--- config.mk ---
export PLATFORM = sky130hd
export DESIGN_NAME = telephony_user_interface_flat
export DESIGN_NICKNAME = d
export VERILOG_FILES = /design/src/rtl/ui_pkg.sv /design/src/rtl/telephony_user_interface_if.sv /design/src/rtl/ui_string_rom.sv /design/src/rtl/telephony_user_interface.sv /design/src/flat_wrapper.sv
export SDC_FILE = /design/constraint.sdc
export NUM_CORES = 1
export LEC_CHECK = 0
export ABC_AREA = 1
export CAP_MARGIN = 20
export CELL_PAD_IN_SITES_DETAIL_PLACEMENT = 1
export CELL_PAD_IN_SITES_GLOBAL_PLACEMENT = 1
export CORE_UTILIZATION = 30
export DETAILED_ROUTE_END_ITERATION = 8
export DONT_BUFFER_PORTS = 1
export PLACE_DENSITY_LB_ADDON = 0.1
export SETUP_SLACK_MARGIN = 0.05
export SYNTH_ARGS = -nofsm -noshare
export SYNTH_HDL_FRONTEND = slang
export SYNTH_SLANG_ARGS = --single-unit
--- constraint.sdc ---
create_clock -name clk -period 6.47 [get_ports clk]
set_input_delay 1.294 -clock clk [delete_from_list [all_inputs] [get_ports clk]]
set_output_delay 1.294 -clock clk [all_outputs]
set_load 0.05 [all_outputs]
--- src/rtl/ui_pkg.sv ---
// ui_pkg: shared codes for the telephone user interface.
//   state_e   - call-control FSM states (value appears on current_state)
//   item_e    - menu item codes (value appears on current_menu_item)
//   cmd_e     - call commands issued to the application layer
//   Inc*      - status codes arriving on inc_command
//   Txt*      - 16-character display strings, char 0 in bits [127:120]
package ui_pkg;

    typedef enum logic [2:0] {
        StInit     = 3'd0,
        StIdle     = 3'd1,
        StDialing  = 3'd2,
        StOutgoing = 3'd3,
        StIncoming = 3'd4,
        StBusy     = 3'd5,
        StWaitEnd  = 3'd6
    } state_e;

    typedef enum logic [5:0] {
        ItemWelcome    = 6'd0,
        ItemDatetime   = 6'd1,
        ItemCallNumber = 6'd2,
        ItemVoicemail  = 6'd3,
        ItemVolume     = 6'd4,
        ItemDial       = 6'd5,
        ItemCallerInfo = 6'd6,
        ItemAccept     = 6'd7,
        ItemReject     = 6'd8,
        ItemCallerId   = 6'd9,
        ItemEndCall    = 6'd10,
        ItemCalling    = 6'd11
    } item_e;

    typedef enum logic [2:0] {
        CmdNone   = 3'd0,
        CmdDial   = 3'd1,
        CmdAccept = 3'd2,
        CmdReject = 3'd3,
        CmdEnd    = 3'd4
    } cmd_e;

    localparam logic [2:0] IncNone      = 3'd0;
    localparam logic [2:0] IncConnected = 3'd1;
    localparam logic [2:0] IncIncoming  = 3'd5;
    localparam logic [2:0] IncEnded     = 3'd6;

    localparam logic [127:0] TxtWelcome    = "    WELCOME     ";
    localparam logic [127:0] TxtDatetime   = "DATE / TIME     ";
    localparam logic [127:0] TxtCallNumber = "CALL NUMBER     ";
    localparam logic [127:0] TxtVoicemail  = "VOICEMAIL       ";
    localparam logic [127:0] TxtVolume     = "VOLUME          ";
    localparam logic [127:0] TxtDial       = "DIAL NUMBER     ";
    localparam logic [127:0] TxtCallerInfo = "INCOMING CALL   ";
    localparam logic [127:0] TxtAccept     = "ACCEPT          ";
    localparam logic [127:0] TxtReject     = "REJECT          ";
    localparam logic [127:0] TxtCallerId   = "CALLER ID       ";
    localparam logic [127:0] TxtEndCall    = "END CALL        ";
    localparam logic [127:0] TxtCalling    = "CALLING...      ";
    localparam logic [127:0] TxtBlank      = "                ";

endpackage

--- src/rtl/telephony_user_interface_if.sv ---
// telephony_user_interface_if: bundles the front-panel inputs, the application
// status/command signals and the display/datapath outputs of the UI.
//   master - environment side (drives panel inputs and inc_command)
//   slave  - the UI block (drives commands, status and display text)
interface telephony_user_interface_if;

    // Front panel
    logic s7, s6, s5, s4, s3, s2, s1, s0;
    logic b3, b2, b1, b0;
    logic enter, up, down, left, right;
    logic init;

    // Application layer
    logic [2:0]   inc_command;
    logic [2:0]   command;
    logic [15:0]  audio_in_data, audio_out_data, din, dout;
    logic [7:0]   inc_address;
    logic [7:0]   address;
    logic         ready;
    logic         voicemail_status;
    logic         voicemail_command;
    logic [7:0]   phn_num;
    logic [2:0]   current_state;
    logic [5:0]   current_menu_item;
    logic [4:0]   headphone_volume;

    // Display driver
    logic         disp_control;
    logic [127:0] string_data;

    modport master (
        output s7, s6, s5, s4, s3, s2, s1, s0,
        output b3, b2, b1, b0,
        output enter, up, down, left, right, init,
        output inc_command,
        input  command, audio_in_data, audio_out_data, din, dout, inc_address,
        input  address, ready, voicemail_status, voicemail_command, phn_num,
        input  current_state, current_menu_item, headphone_volume,
        input  disp_control, string_data
    );

    modport slave (
        input  s7, s6, s5, s4, s3, s2, s1, s0,
        input  b3, b2, b1, b0,
        input  enter, up, down, left, right, init,
        input  inc_command,
        output command, audio_in_data, audio_out_data, din, dout, inc_address,
        output address, ready, voicemail_status, voicemail_command, phn_num,
        output current_state, current_menu_item, headphone_volume,
        output disp_control, string_data
    );

endinterface

--- src/rtl/ui_string_rom.sv ---
// ui_string_rom: combinational text lookup for the display line.
//   item - menu item code
//   text - 16 ASCII characters, char 0 in [127:120]; blank for unknown codes
module ui_string_rom
    import ui_pkg::*;
(
    input  item_e        item,
    output logic [127:0] text
);

    always_comb begin
        text = TxtBlank;
        unique case (item)
            ItemWelcome:    text = TxtWelcome;
            ItemDatetime:   text = TxtDatetime;
            ItemCallNumber: text = TxtCallNumber;
            ItemVoicemail:  text = TxtVoicemail;
            ItemVolume:     text = TxtVolume;
            ItemDial:       text = TxtDial;
            ItemCallerInfo: text = TxtCallerInfo;
            ItemAccept:     text = TxtAccept;
            ItemReject:     text = TxtReject;
            ItemCallerId:   text = TxtCallerId;
            ItemEndCall:    text = TxtEndCall;
            ItemCalling:    text = TxtCalling;
            default:        text = TxtBlank;
        endcase
    end

endmodule

--- src/rtl/telephony_user_interface.sv ---
// telephony_user_interface: menu and call-control FSM for the FPGA telephone.
//   clk, reset - system clock, synchronous active-high reset (forces INIT)
//   bus        - slave side of telephony_user_interface_if: panel buttons and
//                switches, inc_command status in; command, call state, menu
//                item, volume, dialled number and display text out.
// All outputs are registered. Button actions fire on the clock edge that first
// samples the button high.
module telephony_user_interface
    import ui_pkg::*;
#(
    parameter int unsigned VOL_RESET = 16,
    parameter int unsigned VOL_MAX   = 31
) (
    input logic                       clk,
    input logic                       reset,
    telephony_user_interface_if.slave bus
);

    state_e       state_q, state_d;
    item_e        item_q, item_d;
    cmd_e         cmd_q, cmd_d;
    logic [7:0]   phn_q, phn_d;
    logic         vm_status_q, vm_status_d;
    logic         vm_cmd_q, vm_cmd_d;
    logic [4:0]   vol_q, vol_d;
    logic         ready_q;
    logic [127:0] text, string_q;
    logic         disp_q;

    logic [7:0] btn_now, btn_prev_q, btn_edge;
    logic       enter_e, up_e, down_e, left_e, right_e, b0_e, b1_e, init_e;
    logic [7:0] switches;
    logic       unused_buttons;

    assign btn_now  = {bus.init, bus.b1, bus.b0, bus.right, bus.left, bus.down, bus.up,
                       bus.enter};
    assign btn_edge = btn_now & ~btn_prev_q;
    assign {init_e, b1_e, b0_e, right_e, left_e, down_e, up_e, enter_e} = btn_edge;
    assign switches = {bus.s7, bus.s6, bus.s5, bus.s4, bus.s3, bus.s2, bus.s1, bus.s0};

    // b3/b2 are reserved
    assign unused_buttons = ^{bus.b3, bus.b2};

    ui_string_rom u_rom (
        .item (item_q),
        .text (text)
    );

    // Call-control FSM. inc_command always outranks buttons in the same cycle.
    always_comb begin
        state_d     = state_q;
        item_d      = item_q;
        cmd_d       = cmd_q;
        phn_d       = phn_q;
        vm_status_d = vm_status_q;
        vm_cmd_d    = 1'b0;
        unique case (state_q)
            StInit: begin
                if (enter_e || init_e) begin
                    state_d = StIdle;
                    item_d  = ItemDatetime;
                end
            end
            StIdle: begin
                if (bus.inc_command == IncIncoming) begin
                    state_d = StIncoming;
                    item_d  = ItemCallerInfo;
                    cmd_d   = CmdNone;
                end else if (item_q == ItemDatetime) begin
                    if (right_e) item_d = ItemCallNumber;
                end else if (item_q >= ItemCallNumber && item_q <= ItemVolume) begin
                    if (enter_e && item_q == ItemCallNumber) begin
                        state_d = StDialing;
                        item_d  = ItemDial;
                    end else if (enter_e && item_q == ItemVoicemail) begin
                        vm_cmd_d    = 1'b1;
                        vm_status_d = ~vm_status_q;
                    end else if (left_e) begin
                        item_d = ItemDatetime;
                    end else if (up_e) begin
                        item_d = (item_q == ItemCallNumber) ? ItemVolume
                                                            : item_e'(item_q - 6'd1);
                    end else if (down_e) begin
                        item_d = (item_q == ItemVolume) ? ItemCallNumber
                                                        : item_e'(item_q + 6'd1);
                    end
                end
            end
            StDialing: begin
                if (enter_e) begin
                    phn_d   = switches;
                    cmd_d   = CmdDial;
                    state_d = StOutgoing;
                    item_d  = ItemCalling;
                end else if (left_e) begin
                    state_d = StIdle;
                    item_d  = ItemCallNumber;
                end
            end
            StOutgoing: begin
                if (bus.inc_command == IncConnected) begin
                    state_d = StBusy;
                    item_d  = ItemCallerId;
                    cmd_d   = CmdNone;
                end else if (bus.inc_command == IncEnded) begin
                    state_d = StIdle;
                    item_d  = ItemDatetime;
                    cmd_d   = CmdNone;
                end else if (enter_e && item_q == ItemEndCall) begin
                    cmd_d   = CmdEnd;
                    state_d = StWaitEnd;
                end else if (up_e || down_e) begin
                    item_d = (item_q == ItemCalling) ? ItemEndCall : ItemCalling;
                end
            end
            StIncoming: begin
                if (bus.inc_command == IncEnded) begin
                    state_d = StIdle;
                    item_d  = ItemDatetime;
                    cmd_d   = CmdNone;
                end else if (enter_e && item_q == ItemAccept) begin
                    cmd_d   = CmdAccept;
                    state_d = StBusy;
                    item_d  = ItemCallerId;
                end else if (enter_e && item_q == ItemReject) begin
                    cmd_d   = CmdReject;
                    state_d = StIdle;
                    item_d  = ItemDatetime;
                end else if (down_e) begin
                    item_d = (item_q == ItemReject) ? ItemCallerInfo
                                                    : item_e'(item_q + 6'd1);
                end else if (up_e) begin
                    item_d = (item_q == ItemCallerInfo) ? ItemReject
                                                        : item_e'(item_q - 6'd1);
                end
            end
            StBusy: begin
                if (bus.inc_command == IncEnded) begin
                    state_d = StIdle;
                    item_d  = ItemDatetime;
                    cmd_d   = CmdNone;
                end else if (enter_e && item_q == ItemEndCall) begin
                    cmd_d   = CmdEnd;
                    state_d = StWaitEnd;
                end else if (up_e || down_e) begin
                    item_d = (item_q == ItemCallerId) ? ItemEndCall : ItemCallerId;
                end
            end
            StWaitEnd: begin
                if (bus.inc_command == IncEnded) begin
                    state_d = StIdle;
                    item_d  = ItemDatetime;
                    cmd_d   = CmdNone;
                end
            end
            default: begin
                state_d = StInit;
                item_d  = ItemWelcome;
            end
        endcase
    end

    // Volume steps are ignored in INIT and cancel out when both edges coincide.
    always_comb begin
        vol_d = vol_q;
        if (state_q != StInit) begin
            if (b1_e && !b0_e && vol_q < 5'(VOL_MAX)) begin
                vol_d = vol_q + 5'd1;
            end else if (b0_e && !b1_e && vol_q != 5'd0) begin
                vol_d = vol_q - 5'd1;
            end
        end
    end

    always_ff @(posedge clk) begin
        if (reset) begin
            state_q     <= StInit;
            item_q      <= ItemWelcome;
            cmd_q       <= CmdNone;
            phn_q       <= 8'd0;
            vm_status_q <= 1'b0;
            vm_cmd_q    <= 1'b0;
            vol_q       <= 5'(VOL_RESET);
            ready_q     <= 1'b0;
            string_q    <= TxtWelcome;
            disp_q      <= 1'b0;
            btn_prev_q  <= btn_now;
        end else begin
            state_q     <= state_d;
            item_q      <= item_d;
            cmd_q       <= cmd_d;
            phn_q       <= phn_d;
            vm_status_q <= vm_status_d;
            vm_cmd_q    <= vm_cmd_d;
            vol_q       <= vol_d;
            ready_q     <= (state_d != StInit);
            // Text follows the item register by one cycle; strobe marks the update.
            string_q    <= text;
            disp_q      <= (text != string_q);
            btn_prev_q  <= btn_now;
        end
    end

    assign bus.command           = cmd_q;
    assign bus.current_state     = state_q;
    assign bus.current_menu_item = item_q;
    assign bus.address           = {2'b00, item_q};
    assign bus.ready             = ready_q;
    assign bus.voicemail_status  = vm_status_q;
    assign bus.voicemail_command = vm_cmd_q;
    assign bus.phn_num           = phn_q;
    assign bus.headphone_volume  = vol_q;
    assign bus.disp_control      = disp_q;
    assign bus.string_data       = string_q;
    assign bus.audio_in_data     = 16'd0;
    assign bus.audio_out_data    = 16'd0;
    assign bus.din               = 16'd0;
    assign bus.dout              = 16'd0;
    assign bus.inc_address       = 8'd0;

endmodule

--- src/flat_wrapper.sv ---
// flat-port wrapper written by rule: the top's interface ports become plain ports
module telephony_user_interface_flat import ui_pkg::*;
#(
    parameter int unsigned VOL_RESET = 16,
    parameter int unsigned VOL_MAX   = 31
)
  (clk, reset, bus_s7, bus_s6, bus_s5, bus_s4, bus_s3, bus_s2, bus_s1, bus_s0, bus_b3, bus_b2, bus_b1, bus_b0, bus_enter, bus_up, bus_down, bus_left, bus_right, bus_init, bus_inc_command, bus_command, bus_audio_in_data, bus_audio_out_data, bus_din, bus_dout, bus_inc_address, bus_address, bus_ready, bus_voicemail_status, bus_voicemail_command, bus_phn_num, bus_current_state, bus_current_menu_item, bus_headphone_volume, bus_disp_control, bus_string_data);
  telephony_user_interface_if bus_i ();
  input logic clk;
  input logic reset;
  input wire logic [$bits(bus_i.s7)-1:0] bus_s7;
  input wire logic [$bits(bus_i.s6)-1:0] bus_s6;
  input wire logic [$bits(bus_i.s5)-1:0] bus_s5;
  input wire logic [$bits(bus_i.s4)-1:0] bus_s4;
  input wire logic [$bits(bus_i.s3)-1:0] bus_s3;
  input wire logic [$bits(bus_i.s2)-1:0] bus_s2;
  input wire logic [$bits(bus_i.s1)-1:0] bus_s1;
  input wire logic [$bits(bus_i.s0)-1:0] bus_s0;
  input wire logic [$bits(bus_i.b3)-1:0] bus_b3;
  input wire logic [$bits(bus_i.b2)-1:0] bus_b2;
  input wire logic [$bits(bus_i.b1)-1:0] bus_b1;
  input wire logic [$bits(bus_i.b0)-1:0] bus_b0;
  input wire logic [$bits(bus_i.enter)-1:0] bus_enter;
  input wire logic [$bits(bus_i.up)-1:0] bus_up;
  input wire logic [$bits(bus_i.down)-1:0] bus_down;
  input wire logic [$bits(bus_i.left)-1:0] bus_left;
  input wire logic [$bits(bus_i.right)-1:0] bus_right;
  input wire logic [$bits(bus_i.init)-1:0] bus_init;
  input wire logic [$bits(bus_i.inc_command)-1:0] bus_inc_command;
  output wire logic [$bits(bus_i.command)-1:0] bus_command;
  output wire logic [$bits(bus_i.audio_in_data)-1:0] bus_audio_in_data;
  output wire logic [$bits(bus_i.audio_out_data)-1:0] bus_audio_out_data;
  output wire logic [$bits(bus_i.din)-1:0] bus_din;
  output wire logic [$bits(bus_i.dout)-1:0] bus_dout;
  output wire logic [$bits(bus_i.inc_address)-1:0] bus_inc_address;
  output wire logic [$bits(bus_i.address)-1:0] bus_address;
  output wire logic [$bits(bus_i.ready)-1:0] bus_ready;
  output wire logic [$bits(bus_i.voicemail_status)-1:0] bus_voicemail_status;
  output wire logic [$bits(bus_i.voicemail_command)-1:0] bus_voicemail_command;
  output wire logic [$bits(bus_i.phn_num)-1:0] bus_phn_num;
  output wire logic [$bits(bus_i.current_state)-1:0] bus_current_state;
  output wire logic [$bits(bus_i.current_menu_item)-1:0] bus_current_menu_item;
  output wire logic [$bits(bus_i.headphone_volume)-1:0] bus_headphone_volume;
  output wire logic [$bits(bus_i.disp_control)-1:0] bus_disp_control;
  output wire logic [$bits(bus_i.string_data)-1:0] bus_string_data;
  assign bus_i.s7 = bus_s7;
  assign bus_i.s6 = bus_s6;
  assign bus_i.s5 = bus_s5;
  assign bus_i.s4 = bus_s4;
  assign bus_i.s3 = bus_s3;
  assign bus_i.s2 = bus_s2;
  assign bus_i.s1 = bus_s1;
  assign bus_i.s0 = bus_s0;
  assign bus_i.b3 = bus_b3;
  assign bus_i.b2 = bus_b2;
  assign bus_i.b1 = bus_b1;
  assign bus_i.b0 = bus_b0;
  assign bus_i.enter = bus_enter;
  assign bus_i.up = bus_up;
  assign bus_i.down = bus_down;
  assign bus_i.left = bus_left;
  assign bus_i.right = bus_right;
  assign bus_i.init = bus_init;
  assign bus_i.inc_command = bus_inc_command;
  assign bus_command = bus_i.command;
  assign bus_audio_in_data = bus_i.audio_in_data;
  assign bus_audio_out_data = bus_i.audio_out_data;
  assign bus_din = bus_i.din;
  assign bus_dout = bus_i.dout;
  assign bus_inc_address = bus_i.inc_address;
  assign bus_address = bus_i.address;
  assign bus_ready = bus_i.ready;
  assign bus_voicemail_status = bus_i.voicemail_status;
  assign bus_voicemail_command = bus_i.voicemail_command;
  assign bus_phn_num = bus_i.phn_num;
  assign bus_current_state = bus_i.current_state;
  assign bus_current_menu_item = bus_i.current_menu_item;
  assign bus_headphone_volume = bus_i.headphone_volume;
  assign bus_disp_control = bus_i.disp_control;
  assign bus_string_data = bus_i.string_data;
  telephony_user_interface #(.VOL_RESET(VOL_RESET), .VOL_MAX(VOL_MAX)) u_core (.clk(clk), .reset(reset), .bus(bus_i));
endmodule
# After elaboration in Yosys (flattened, before gate mapping)
# Memories as Yosys holds them, arrays and structs flattened. A register that Yosys moved wholly into a read port is not among the register bits.
# Index checks and enable logic that the tools add are counted.
[word_totals]
out_inout_bits = 237
n_memories = 1
latchBits = 0
wordCells = 152
mem_bits_rw = 0
inputBits = 23
register_bits = 165
mem_bits_ro = 1296
[op_classes]
n_mux = 63
eq_ne = 35
bitwise = 8
order_cmp = 3
n_mul = 0
shifts = 0
add_sub_neg = 4
n_reduce_logical = 27
n_div = 0
[memory_table]
columns = ["memory", "words", "word_bits", "rd", "rd_clocked_by_memory_dff", "wr", "line", "rtl"]
rows = [
  ["(name not given)", 16, 81, 1, 1, 0, "ui_string_rom.sv:13", "unique case (item)"],
]
[ops]
columns = ["operator", "n"]
rows = [
  ["6-bit two-way mux", 29],
  ["128-bit two-way mux", 1],
  ["128-bit inequality test", 1],
  ["3-bit two-way mux", 23],
  ["6-bit one-hot mux with 7 select lines", 1],
  ["6-bit by 4-bit == test with 1-bit output, second input constant", 4],
  ["3-bit one-hot mux with 7 select lines", 1],
  ["6-bit by 3-bit == test with 1-bit output, second input constant", 3],
  ["3-bit one-hot mux with 6 select lines", 1],
  ["3-bit == test, second input constant", 5],
  ["6-bit by 2-bit == test with 1-bit output, second input constant", 2],
  ["4-bit by 1-bit inequality test with 1-bit output, second input constant", 3],
  ["12-bit AND reduction", 1],
  ["1-bit logical AND", 10],
  ["5-bit two-way mux", 2],
  ["8-bit bitwise AND", 1],
  ["4-bit two-way mux", 2],
  ["2-bit by 1-bit inequality test with 1-bit output, second input constant", 4],
  ["8-bit NOT", 1],
  ["7-bit by 1-bit inequality test with 1-bit output, second input constant", 1],
  ["6-bit by 1-bit adder with 6-bit output, second input constant", 1],
  ["3-bit by 1-bit == test with 1-bit output, second input constant", 2],
  ["3-bit by 2-bit == test with 1-bit output, second input constant", 2],
  ["6-bit by 1-bit == test with 1-bit output, second input constant", 1],
  ["27 further kinds", 38],
]

# Longest topological paths before layout
[depth]
word_depth = 13
mapped_depth = 22
ltp_nobuf = 22

# Cells and area by module
# From an unflattened synthesis, not the netlist that was laid out.
[unflattened]
cells_unflattened = 1338
hier_area_um2 = 9778.1
[modules_own_cells]
columns = ["module", "area_per_inst_um2", "cells_each", "seq_area_each_um2", "n_inst"]
rows = [
  ["telephony_user_interface", 8300.5, 1065, 3303.2, 1],
  ["ui_string_rom", 1477.7, 273, 0.0, 1],
]

# Worst setup path after synthesis
# Ideal clock, no wire load.
[synth_path]
path_type = "input to register"
startpoint = "input port bus_inc_command[0]"
endpoint = "register (tool-made name)"
slack_ns = 3.058
path_stages = 17
setup_time_ns = 0.115
arrival_ns = 3.296
cell_sequence = "inv_1 > nand3_2 > inv_1 > nor2_1 > nand3_2 > nand2_1 > nand2_1 > nand2_2 > buf_6 > nand2_1 > nand3_2 > inv_1 > ha_1 > nand3_1 > nand2_1 > o21ai_1 > inv_1"
[synth_lines]
columns = ["element", "line", "rtl"]
rows = [
  ["from (decl)", "flat_wrapper.sv:29", "input wire logic [$bits(bus_i.inc_command)-1:0] bus_inc_command;"],
]

==> flow_summary.ini <==
[sta]
slew_headroom_pct = 31.7
hold_viol_final = 0
fin_ws_ns = 2.21
min_period_over_period_pct = 65.8
fin_crit_ns = 4.26
max_freq_mhz = 235
setup_viol = 0
rsz0062_at_grt = no
worstMarginPinSlew_ns = 1.02
clock_skew_ns = 0.0106
maxSlewViolCount = 0
fin_tns_setup_ns = 0

[grt]
grt.total_usage_pct = 17.2
grt-ovfl-total = 0
grt_max_degree = 45
grt_pass1_vias = 6509
antenna_found_initial = 0
grt_first_pass_wirelength_mm = 37.1

[detailed_routing]
routed_wl_mm = 23.9
met3_length_mm = 1.34
wl_met1_mm = 10.8
drt_iter0_drc = 301
wl_per_cell_um = 16.7
met2_length_mm = 11.5
dr.pass1.iters = 4
via_per_inst = 4.47
drc_errors = 0
vias = 6393
postRouteAntennaNets = 0
topRoutingLayerUsed = met4

[setup_path]
crit_path_end_kind = register
cp.arrival_ns = 4.57
cp_max_fo = 14
startpoint_type = register
worstSetupPathType = register to register
required_ns = 6.78

[clocking]
clock_sinks = 159
root_buffer = clkbuf_16
hold_buffers = 0
numCtsBuffers = 17
clk_pin_slew_worst_paths_ns = 0.07
cts-resized-gates = 0
clk_latency_ns = 0.44
cts.path.max_buffers = 2
cts_setup_buffers = 0
htree_levels = 4
cts_tree = done

[power_and_ir_drop]
ir_drop_mv = 0.163
leakagePower_uw = 0.00419
fin_total_pwr_uw = 3280
powerDensity_nw_per_um2 = 385

[logic_synthesis]
synth_common_cells = nand2_1, dfxtp_1, buf_4
yosysWarnings = 0
synth_edf_count = 0
yosysTopAreaCellShare_pct = 38.6
synth_seq_area_share_pct = 38.6
postSynthAreaPerCell_um2 = 7.46
synth_area_leaders = dfxtp_1, buf_4, nand2_1, nor2_1, nand3_1
yosysTopAreaCell = dfxtp_1
synth-main-ff-cell = dfxtp_1
synth_cell_types = 42
synth.most_common_cell = nand2_1
ys_ff_latch = 159
postSynthCellCount = 1105
syn-cell-area_um2 = 8250
synth-async-reset-ratio_pct = 0

[finish]
drive_gt1_share_pct = 8.26
diodes = 0
final_nets = 1116
final_area_um2 = 8520
layout-area-overhead-vs-synth_pct = 3.28

[die]
die-area_um2 = 28200
die_height_um = 168
pin_count = 260
rows = 60
core_area_um2 = 27000
start_util_pct = 30.6
die_x_um = 168

[place]
hpwl_mm = 17.8
dpl_cell_area_um2 = 7930
port_buffers = 0
pre_cts_ws_ns = 2.09
place_congestion = 0.845

[run_status]
status = finished, final reports clean

[hold_path]
min_path_type = register to register

[run]
cap_violations = 0
-- routing by layer --
layer	up-vias	track usage [%]
met5	-	0
met4	0	4.19
met3	22	4.89
met2	154	29.2
met1	3033	21.3
li1	3184	-
-- cell type report --
| type | instances | area, µm² |
|---|---|---|
| Timing Repair Buffer | 11 | 82.6 |
| Inverter | 77 | 289 |
| Fill cell | 3318 | 18400 |
| Multi-Input combinational cell | 810 | 3940 |
| Clock buffer | 18 | 439 |
| Sequential cell | 159 | 3190 |
| Tap cell | 341 | 427 |
| Clock inverter | 14 | 149 |
-- path summary, 6_finish.rpt --
kind                                                      start                           to  slack [ns]  depth (start not counted)
worst max-delay path            u_core.bus.current_menu_item[0]                     register        2.21                         18
worst min-delay path                                   register  u_core.bus.string_data[101]        0.45                          2
worst min register to register                         register  u_core.bus.string_data[101]        0.45                          2
worst max register to register  u_core.bus.current_menu_item[0]                     register        2.21                         18
-- layout by cell type, fill, tap and decap left out, types with 4 or more instances in the layout --
master	count
nand2_1	276
dfxtp_1	157
conb_1	121
nor2_1	120
nand3_1	75
inv_1	68
o21ai_0	43
xor2_1	30
nand4_1	19
a21oi_1	17
clkbuf_16	17
ha_1	16
xnor2_1	15
buf_4	11
inv_2	9
o22ai_1	9
nand3_2	7
nand2_2	7
nor4_1	7
nor2_2	6
o21ai_1	6
or2_2	6
nor2_4	4
a211oi_1	4
inv_6	4
-- power breakdown --
part	total (µW)	switching [µW]	internal (µW)	leakage, µW
sequential	1410	285	1130	0.00131
combinational	835	617	218	0.00259
clock	1030	476	555	0.000286
-- cell families after synthesis --
family,count (synthesis),synth area share (%)
and+or+nand+nor,536,28.5
buffers and inverters,255,19.0
DFF,159,38.6
AOI/OAI and AO/OA,91,6.31
xor gates and xnor gates,45,4.78
adders and majority gates,17,2.67
other,2,0.0911
-- metrics by stage --
stage	hold slack, ns	cells	utilization, %
global placement	0.440	1398	29.4
CTS	0.451	1430	31.6
finish	0.448	1430	31.6
global route	0.471	1430	31.6
detailed placement	0.432	1398	29.4
floorplan	0.409	1224	-
-- critical path, stage by stage (launching register included) --
cell and delay, ns:
dfxtp_1 0.67, buf_4 0.39, ha_1 0.44, inv_1 0.08, nor2_1 0.11, nand2_1 0.17, nand3_2 0.19, nand2_1 0.07
nand2_1 0.09, nand2_2 0.22, inv_2 0.16, nand2_1 0.09, nand3_2 0.22, inv_1 0.15, ha_1 0.40, nand3_1 0.27
nand2_1 0.12, o21ai_1 0.21, inv_1 0.07
(Power assumes the default switching activity.)
